==> src/rtl/uart_pkg.sv <==
// Shared UART definitions: frame state encoding and line constants, common to TX and RX.
package uart_pkg;

    localparam int unsigned DATA_BITS  = 8;
    localparam logic        IDLE_LEVEL = 1'b1;

    // Each state names the bit currently driven on (or expected from) the line.
    typedef enum logic [2:0] {
        StIdle,
        StStart,
        StData,
        StParity,
        StStop
    } uart_state_e;

endpackage

==> src/rtl/uart_tx_fifo.sv <==
// Synchronous first-word-fall-through FIFO; rdata always shows the head entry.
module uart_tx_fifo #(
    parameter int unsigned WIDTH = 8,
    parameter int unsigned DEPTH = 4
) (
    input  logic                       clk,
    input  logic                       rst_n,
    input  logic                       push,
    input  logic [WIDTH-1:0]           wdata,
    input  logic                       pop,
    output logic [WIDTH-1:0]           rdata,
    output logic                       full,
    output logic                       empty,
    output logic [$clog2(DEPTH):0]     count
);

    localparam int unsigned AW = $clog2(DEPTH);
    localparam int unsigned CW = AW + 1;

    logic [WIDTH-1:0] mem [DEPTH];
    logic [AW-1:0]    wr_ptr_q, rd_ptr_q;
    logic [CW-1:0]    count_q;
    logic             do_push, do_pop;

    assign full    = (count_q == CW'(DEPTH));
    assign empty   = (count_q == '0);
    assign count   = count_q;
    assign rdata   = mem[rd_ptr_q];
    assign do_push = push && !full;
    assign do_pop  = pop && !empty;

    always_ff @(posedge clk) begin
        if (do_push) begin
            mem[wr_ptr_q] <= wdata;
        end
    end

    // Pointers wrap naturally because DEPTH is a power of two.
    always_ff @(posedge clk or negedge rst_n) begin
        if (!rst_n) begin
            wr_ptr_q <= '0;
            rd_ptr_q <= '0;
            count_q  <= '0;
        end else begin
            if (do_push) begin
                wr_ptr_q <= wr_ptr_q + AW'(1);
            end
            if (do_pop) begin
                rd_ptr_q <= rd_ptr_q + AW'(1);
            end
            case ({do_push, do_pop})
                2'b10:   count_q <= count_q + CW'(1);
                2'b01:   count_q <= count_q - CW'(1);
                default: count_q <= count_q;
            endcase
        end
    end

endmodule

==> src/rtl/uart_tx.sv <==
// UART transmitter: byte FIFO feeding a baud-strobed serializer with optional parity
// and one or two stop bits. The tx line is registered.
module uart_tx
    import uart_pkg::*;
#(
    parameter int unsigned FIFO_DEPTH = 4,
    parameter int unsigned PARITY_EN  = 0,
    parameter int unsigned PARITY_ODD = 0,
    parameter int unsigned STOP_BITS  = 1
) (
    input  logic                        clk,
    input  logic                        rst_n,
    input  logic                        baud_en,
    input  logic [7:0]                  tx_data,
    input  logic                        tx_valid,
    output logic                        tx_ready,
    output logic                        tx,
    output logic                        busy,
    output logic [$clog2(FIFO_DEPTH):0] fifo_count
);

    localparam logic [2:0] LAST_BIT = 3'(DATA_BITS - 1);

    uart_state_e    state_q, state_d;
    logic [7:0]     shift_q, shift_d;
    logic [2:0]     bit_cnt_q, bit_cnt_d;
    logic           stop_cnt_q, stop_cnt_d;
    logic           tx_q, tx_d;
    logic           pop;
    logic           fifo_full, fifo_empty;
    logic [7:0]     fifo_head;

    uart_tx_fifo #(
        .WIDTH (8),
        .DEPTH (FIFO_DEPTH)
    ) u_fifo (
        .clk   (clk),
        .rst_n (rst_n),
        .push  (tx_valid && tx_ready),
        .wdata (tx_data),
        .pop   (pop),
        .rdata (fifo_head),
        .full  (fifo_full),
        .empty (fifo_empty),
        .count (fifo_count)
    );

    assign tx_ready = !fifo_full;
    assign tx       = tx_q;
    assign busy     = (state_q != StIdle) || (fifo_count != '0);

    always_comb begin
        state_d    = state_q;
        shift_d    = shift_q;
        bit_cnt_d  = bit_cnt_q;
        stop_cnt_d = stop_cnt_q;
        tx_d       = tx_q;
        pop        = 1'b0;
        if (baud_en) begin
            case (state_q)
                StIdle: begin
                    tx_d = IDLE_LEVEL;
                    if (!fifo_empty) begin
                        pop     = 1'b1;
                        shift_d = fifo_head;
                        tx_d    = 1'b0;
                        state_d = StStart;
                    end
                end
                StStart: begin
                    tx_d      = shift_q[0];
                    bit_cnt_d = 3'd0;
                    state_d   = StData;
                end
                StData: begin
                    if (bit_cnt_q != LAST_BIT) begin
                        tx_d      = shift_q[bit_cnt_q + 3'd1];
                        bit_cnt_d = bit_cnt_q + 3'd1;
                    end else if (PARITY_EN != 0) begin
                        // Parity from the latched byte; the FIFO head may already differ.
                        tx_d    = (^shift_q) ^ (PARITY_ODD != 0);
                        state_d = StParity;
                    end else begin
                        tx_d       = IDLE_LEVEL;
                        stop_cnt_d = 1'b0;
                        state_d    = StStop;
                    end
                end
                StParity: begin
                    tx_d       = IDLE_LEVEL;
                    stop_cnt_d = 1'b0;
                    state_d    = StStop;
                end
                StStop: begin
                    if (STOP_BITS == 2 && !stop_cnt_q) begin
                        stop_cnt_d = 1'b1;
                    end else if (!fifo_empty) begin
                        pop     = 1'b1;
                        shift_d = fifo_head;
                        tx_d    = 1'b0;
                        state_d = StStart;
                    end else begin
                        state_d = StIdle;
                    end
                end
                default: begin
                    tx_d    = IDLE_LEVEL;
                    state_d = StIdle;
                end
            endcase
        end
    end

    always_ff @(posedge clk or negedge rst_n) begin
        if (!rst_n) begin
            state_q    <= StIdle;
            shift_q    <= '0;
            bit_cnt_q  <= '0;
            stop_cnt_q <= 1'b0;
            tx_q       <= IDLE_LEVEL;
        end else begin
            state_q    <= state_d;
            shift_q    <= shift_d;
            bit_cnt_q  <= bit_cnt_d;
            stop_cnt_q <= stop_cnt_d;
            tx_q       <= tx_d;
        end
    end

endmodule

==> config.mk <==
export PLATFORM = sky130hd
export DESIGN_NAME = uart_tx
export DESIGN_NICKNAME = d
export VERILOG_FILES = /design/src/rtl/uart_pkg.sv /design/src/rtl/uart_tx_fifo.sv /design/src/rtl/uart_tx.sv
export SDC_FILE = /design/constraint.sdc
export NUM_CORES = 1
export LEC_CHECK = 0
export CORE_AREA = 2 2 93 95
export CTS_CLUSTER_DIAMETER = 150
export DETAILED_ROUTE_END_ITERATION = 16
export DIE_AREA = 0 0 95 97
export SLEW_MARGIN = 20
export SYNTH_ARGS = -nofsm -noshare
export SYNTH_HDL_FRONTEND = slang
export SYNTH_SLANG_ARGS = --single-unit
==> constraint.sdc <==
create_clock -name clk -period 6.3 [get_ports clk]
set_input_delay 1.89 -clock clk [delete_from_list [all_inputs] [get_ports clk]]
set_output_delay 1.89 -clock clk [all_outputs]
set_load 0.03 [all_outputs]
-- After elaboration in Yosys (flattened, before gate mapping)
Memory sizes are Yosys's and may differ from the RTL's. A register that Yosys moved wholly into a read port is not among the register bits.
Cells that the tools add are included.
- add/subtract/negate cells: 5
- $lt $le $gt $ge: 1
- eq/ne operators: 12
- multiplexer cells: 18
- bitwise logic cells: 1
- reductions and logical operators: 18
- operators by type and width (cell ; number):
    one-hot mux 3 bit (5 select lines) ; 1
    one-hot mux 3 bit (2 select lines) ; 2
    two-way mux 1 bit ; 10
    two-way mux 3 bit ; 3
    AND reduction 3 bit ; 3
    != test 2 bit (second input constant) ; 4
    adder 3 x 1 -> 3 bit (second input constant) ; 2
    equality test 3 x 2 -> 1 bit (second input constant) ; 2
    equality test 3 bit (second input constant) ; 2
    zero test 3 bit ; 2
    nonzero test 3 bit ; 2
    adder 2 x 1 -> 2 bit (second input constant) ; 2
    < comparator 3 x 4 -> 1 bit (second input constant) ; 1
    one-hot mux 1 bit (4 select lines) ; 1
    nonzero test 2 bit ; 2
    binary-select mux 1 bit (select 3 bit) ; 1
    equality test 3 x 1 -> 1 bit (second input constant) ; 1
    logical AND 1 bit ; 3
    zero test 1 bit ; 3
    != test 3 bit (second input constant) ; 1
    subtractor 3 x 1 -> 3 bit (second input constant) ; 1
    equality test 2 x 1 -> 1 bit (second input constant) ; 1
    equality test 2 bit (second input constant) ; 1
    AND reduction 2 bit ; 1
    3 further kinds ; 3
- register bits after elaboration: 14
- RAM bits: 32
- input bits: 12
- memories: 1
- memory list (name ; depth ; width ; read ports ; clocked after Yosys merged registers in ; wr ports ; RTL line ; text):
    u_fifo.mem ; 4 ; 8 ; 1 ; 1 ; 1 ; uart_tx_fifo.sv:20 ; logic [WIDTH-1:0] mem [DEPTH];

-- Depth between registers and ports, before layout
- depth in word-level cells: 7
- gate-level depth with buffers: 10

-- Hierarchy
Synthesis repeated with hierarchy kept, for this count alone.
- cells, all modules: 147
- area, all modules: 2402.3 sq um
- modules (own cells, without submodules) (module ; times used ; cells each ; area each (sq um)):
    uart_tx_fifo ; 1 ; 79 ; 1592.8
    uart_tx ; 1 ; 68 ; 809.5

-- Worst setup path before layout
OpenSTA, ideal clock, no wires.
- kind: input to register
- from: input baud_en
- to: register u_fifo.count_q[2] (netlist: u_fifo.count[2])
- setup time: 81 ps
- data arrival time: 3154 ps
- required time: 6219 ps
- setup slack: 3066 ps
- stages on the path: 8
- path buffers: 0
- cell sequence: nand3_1 > inv_2 > ha_1 > inv_1 > fa_1 > xor2_1 > nor2_1 > xor2_1
- word-level cells in the longest chain between the ends: 4
- ends and longest elaborated chain (item ; RTL line ; text):
    from (decl) ; uart_tx.sv:13 ; input logic baud_en,
    two-way mux 1 bit * ; uart_tx.sv:59 ; if (baud_en) begin
    logical AND 1 bit * ; uart_tx_fifo.sv:30 ; assign do_pop = pop && !empty;
    net u_fifo.do_pop ; uart_tx_fifo.sv:23 ; logic do_push, do_pop;
    equality test 2 x 1 -> 1 bit or equality test 2 bit (tied branches) ; uart_tx_fifo.sv:51 ; case ({do_push, do_pop})
    one-hot mux 3 bit (2 select lines) or nonzero test 2 bit (tied branches) ; - ;
    to (signal assigned) ; uart_tx_fifo.sv:52 ; 2'b10: count_q <= count_q + CW'(1);
    to (signal assigned) ; uart_tx_fifo.sv:53 ; 2'b01: count_q <= count_q - CW'(1);
    to (signal assigned) ; uart_tx_fifo.sv:54 ; default: count_q <= count_q;
    to (decl) ; uart_tx_fifo.sv:22 ; logic [CW-1:0] count_q;
Mark *: on every way through the listed nets, which the timed path passes. The rest lies on a longest branch.
A chain may end at the register's enable or synchronous reset.

-- Worst setup path in the final report
- from: register u_fifo.count_q[0] (netlist: u_fifo.count[0])
- to: output busy
- word-level cells in the longest chain between the ends: 2
- ends and longest elaborated chain (item ; RTL line ; text):
    nonzero test 3 bit ; uart_tx.sv:50 ; assign busy = (state_q != StIdle) || (fifo_count != '0);
    logical OR 1 bit ; uart_tx.sv:50 ;
    to (decl) ; uart_tx.sv:18 ; output logic busy,
Every way passes these cells.

==> out/qor.yml <==
cells_and_area:
  drive_above_1_share_pct: 17.26
  layout.cells.most_common: "edfxtp_1"
  most-common-layout-cells: "32 x edfxtp_1, 21 x dfrtp_1, 16 x clkdlybuf4s50_1, 9 x nand2_1, 9 x mux4_2"
  layout.nets: 187
  area_delta_synth_final_pct: 16.09
  final_design_area_no_fill_um2: 2690
  final_cell_count_no_fill: 273
  insertedDiodeCount: 0
clock_network:
  numCtsBuffers: 5
  tritoncts: "done"
  worst_skew_pair.late_latency_ns: 0.30
  post_cts_buffers: 0
  ctsRootBufferMaster: "clkbuf_8"
  htreeDepth: 2
  cts.clk_slew.worst_paths_ns: 0.09
  cts-resized-gates: 0
  cts.hold.buffers_added: 0
  cts.path.max_buffers: 2
  cts_sink_count: 54
critical_path:
  critPathArrivalTime_ns: 1.92
  reg2reg_from: "state_q[1]"
  worstPathRequired_ns: 4.41
  r2r_slack_ns: 4.12
  crit_end: "busy"
  reg2regPathDepth: 9
  worstReg2RegEnd: "u_fifo.count[2]"
  cp-startpoint: "u_fifo.count[0]"
  timing_worst_setup_path_type: "reg -> out"
  crit_path_max_fanout: 5
  start_kind: "register"
  end_kind: "output pin"
pwr:
  power.density_nw_per_um2: 444.5
  power_leakage_nw: 0.9916
  max-vdd-ir-drop_uv: 157.3
  post-layout-total-power_w: 0.001196
sta:
  finalSetupTns_ns: 0
  setup_violations: 0
  worst_slew_margin_rel_pct: 59.06
  finalHoldWorstSlack_ns: 0.5022
  timing.final.hold_violations: 0
  fmax_mhz: 262.8
  timing_max_transition_violations_final: 0
  setup_repair_after_global_routing_missed_its_margin: "false"
  fin_skew_ns: 0.004102
  max_slew.worst_pin.slew_ns: 0.6141
  fin_crit_sh_pct: 60.41
  layout_min_cycle_time_ns: 3.806
die:
  start_util_pct: 28.49
  design.core.area_um2: 8134
  floorplan.die.height_um: 97
  ios: 18
  die_w_um: 95
  floorplan.die_area_um2: 9215
  std_cell_rows: 33
synth:
  avgSynthCellArea_um2: 15.87
  synth_cell_types: 36
  netlist_top_cells_area: "edfxtp_1 41%, dfrtp_1 23%, mux4_2 8.7%"
  synth_enable_flop_cells: 32
  syn_inst: 146
  synth_sequential_area_ratio_pct: 65.28
  synth_flop_cell: "edfxtp_1"
  post-synth-top-area-cell: "edfxtp_1"
  synth_top_area_share_pct: 41.47
  syn_std_cell_area_um2: 2317
  async_set_or_reset_register_ratio_after_synthesis_pct: 40.74
  synth.ff_latch_count: 54
  yosysWarningCount: 0
  syn-num-nets: 166
global_routing:
  first_global_vias: 1228
  busiest_layer: "met2"
  gr-usage-met1_pct: 12.61
  grt_antenna_before_repair: 0
  groute.layer.met2.usage_pct: 13.58
  grt_pass1_wl_um: 6279
  globalRouteOverflowTotal: 0
  met3_grt_util_pct: 2.648
  groute.usage.overall_pct: 8.928
  grt_max_degree: 23
detailed_routing:
  routed_wl_um: 3716
  post-route-drc-count: 0
  route.detailed.wl_per_inst_um: 13.61
  drt-pass1-iter-count: 4
  post_drt_via_cell_ratio: 4.374
  postRouteAntennaNets: 0
  detailroute.via_count: 1194
  drt_iter0_drc: 42
hold_path:
  type_of_the_tightest_min_delay_check: "reg -> reg"
placement:
  routabilityCongestion: 0.7376
  io_buffer_count: 17
  placed_area_um2: 2606
  placed_cells_incl_taps: 265
  hpwl_um: 2621
job:
  timing.max_cap.violations: 0
run_status:
  status: "complete, no violations"
## routing by layer
| layer | routed length [µm] | vias up |
|---|---|---|
| met5 | 0 | - |
| met4 | 0 | 0 |
| met3 | 130 | 0 |
| met2 | 1772 | 20 |
| met1 | 1813 | 593 |
| li1 | - | 581 |
## state kept, by name (all words and copies together), names as in the netlist
name	count
bit_cnt_q	3
shift_q	8
state_q	3
tx	1
u_fifo.count	3
u_fifo.mem	32
u_fifo.rd_ptr_q	2
u_fifo.wr_ptr_q	2
## synth_stat cells, types with 2 or more instances
master,n
inv_1,7
mux2_2,8
mux4_2,9
a21oi_1,2
and3_1,4
mux2i_1,3
nor2_1,3
nor3b_1,3
o21ai_1,3
xnor2_1,4
nand3_1,3
nand2_1,9
dfrtp_1,21
nor3_1,2
edfxtp_1,32
o31ai_1,2
nand2b_1,3
o21ai_0,3
ha_1,7
xor2_1,2
## cells by family after synthesis
logic type                 synth area share [%]
xor gates and xnor gates                  2.268
DFF                                       65.28
buffers and inverters                     1.835
and+or+nand+nor                           7.559
adders and majority gates                 4.643
muxes                                     14.42
AOI/OAI and AO/OA                         3.996
## final cells by class
cell class / instances / area, µm²
Clock inverter: 3 / 20.02
Sequential cell: 54 / 1513
Clock buffer: 5 / 68.82
Multi-Input combinational cell: 81 / 762.0
Tap cell: 105 / 131.4
Fill cell: 790 / 5444
Timing Repair Buffer: 17 / 165.2
Inverter: 8 / 30.03
## stage by stage
step | utilization, % | worst slack (ns)
4_1_cts | 33.13 | 2.479
2_1_floorplan | - | 3.066
5_1_grt | 33.07 | 2.366
3_5_place_dp | 32.04 | 2.284
3_3_place_gp | 32.04 | 2.331
6_report | 33.07 | 2.494
## critical path, cell delays in order (launching register included)
cell and delay [ns]:
dfrtp_1 0.44, nor3_1 0.27, nand2_1 0.11, or2_1 0.21, clkdlybuf4s50_1 0.58
## worst min path at each step
stage / to / startpoint / cells after the start / slack, ns
CTS: bit_cnt_q[1] / bit_cnt_q[1] / 2 / 0.51
detailed placement: bit_cnt_q[1] / bit_cnt_q[1] / 2 / 0.49
global route: shift_q[1] / shift_q[1] / 1 / 0.55
floorplan: bit_cnt_q[1] / bit_cnt_q[1] / 2 / 0.46
finish: bit_cnt_q[1] / bit_cnt_q[1] / 2 / 0.50
global placement: bit_cnt_q[1] / bit_cnt_q[1] / 2 / 0.48
## where the power goes
| part | internal, W | total, W | switching, W |
|---|---|---|---|
| registers | 0.000492 | 0.000589 | 0.0000967 |
| clock network | 0.0000785 | 0.000189 | 0.000111 |
| logic | 0.000221 | 0.000417 | 0.000196 |
| total | 0.000792 | 0.00120 | 0.000404 |
Note: power is estimated with default switching activity, not from simulation.
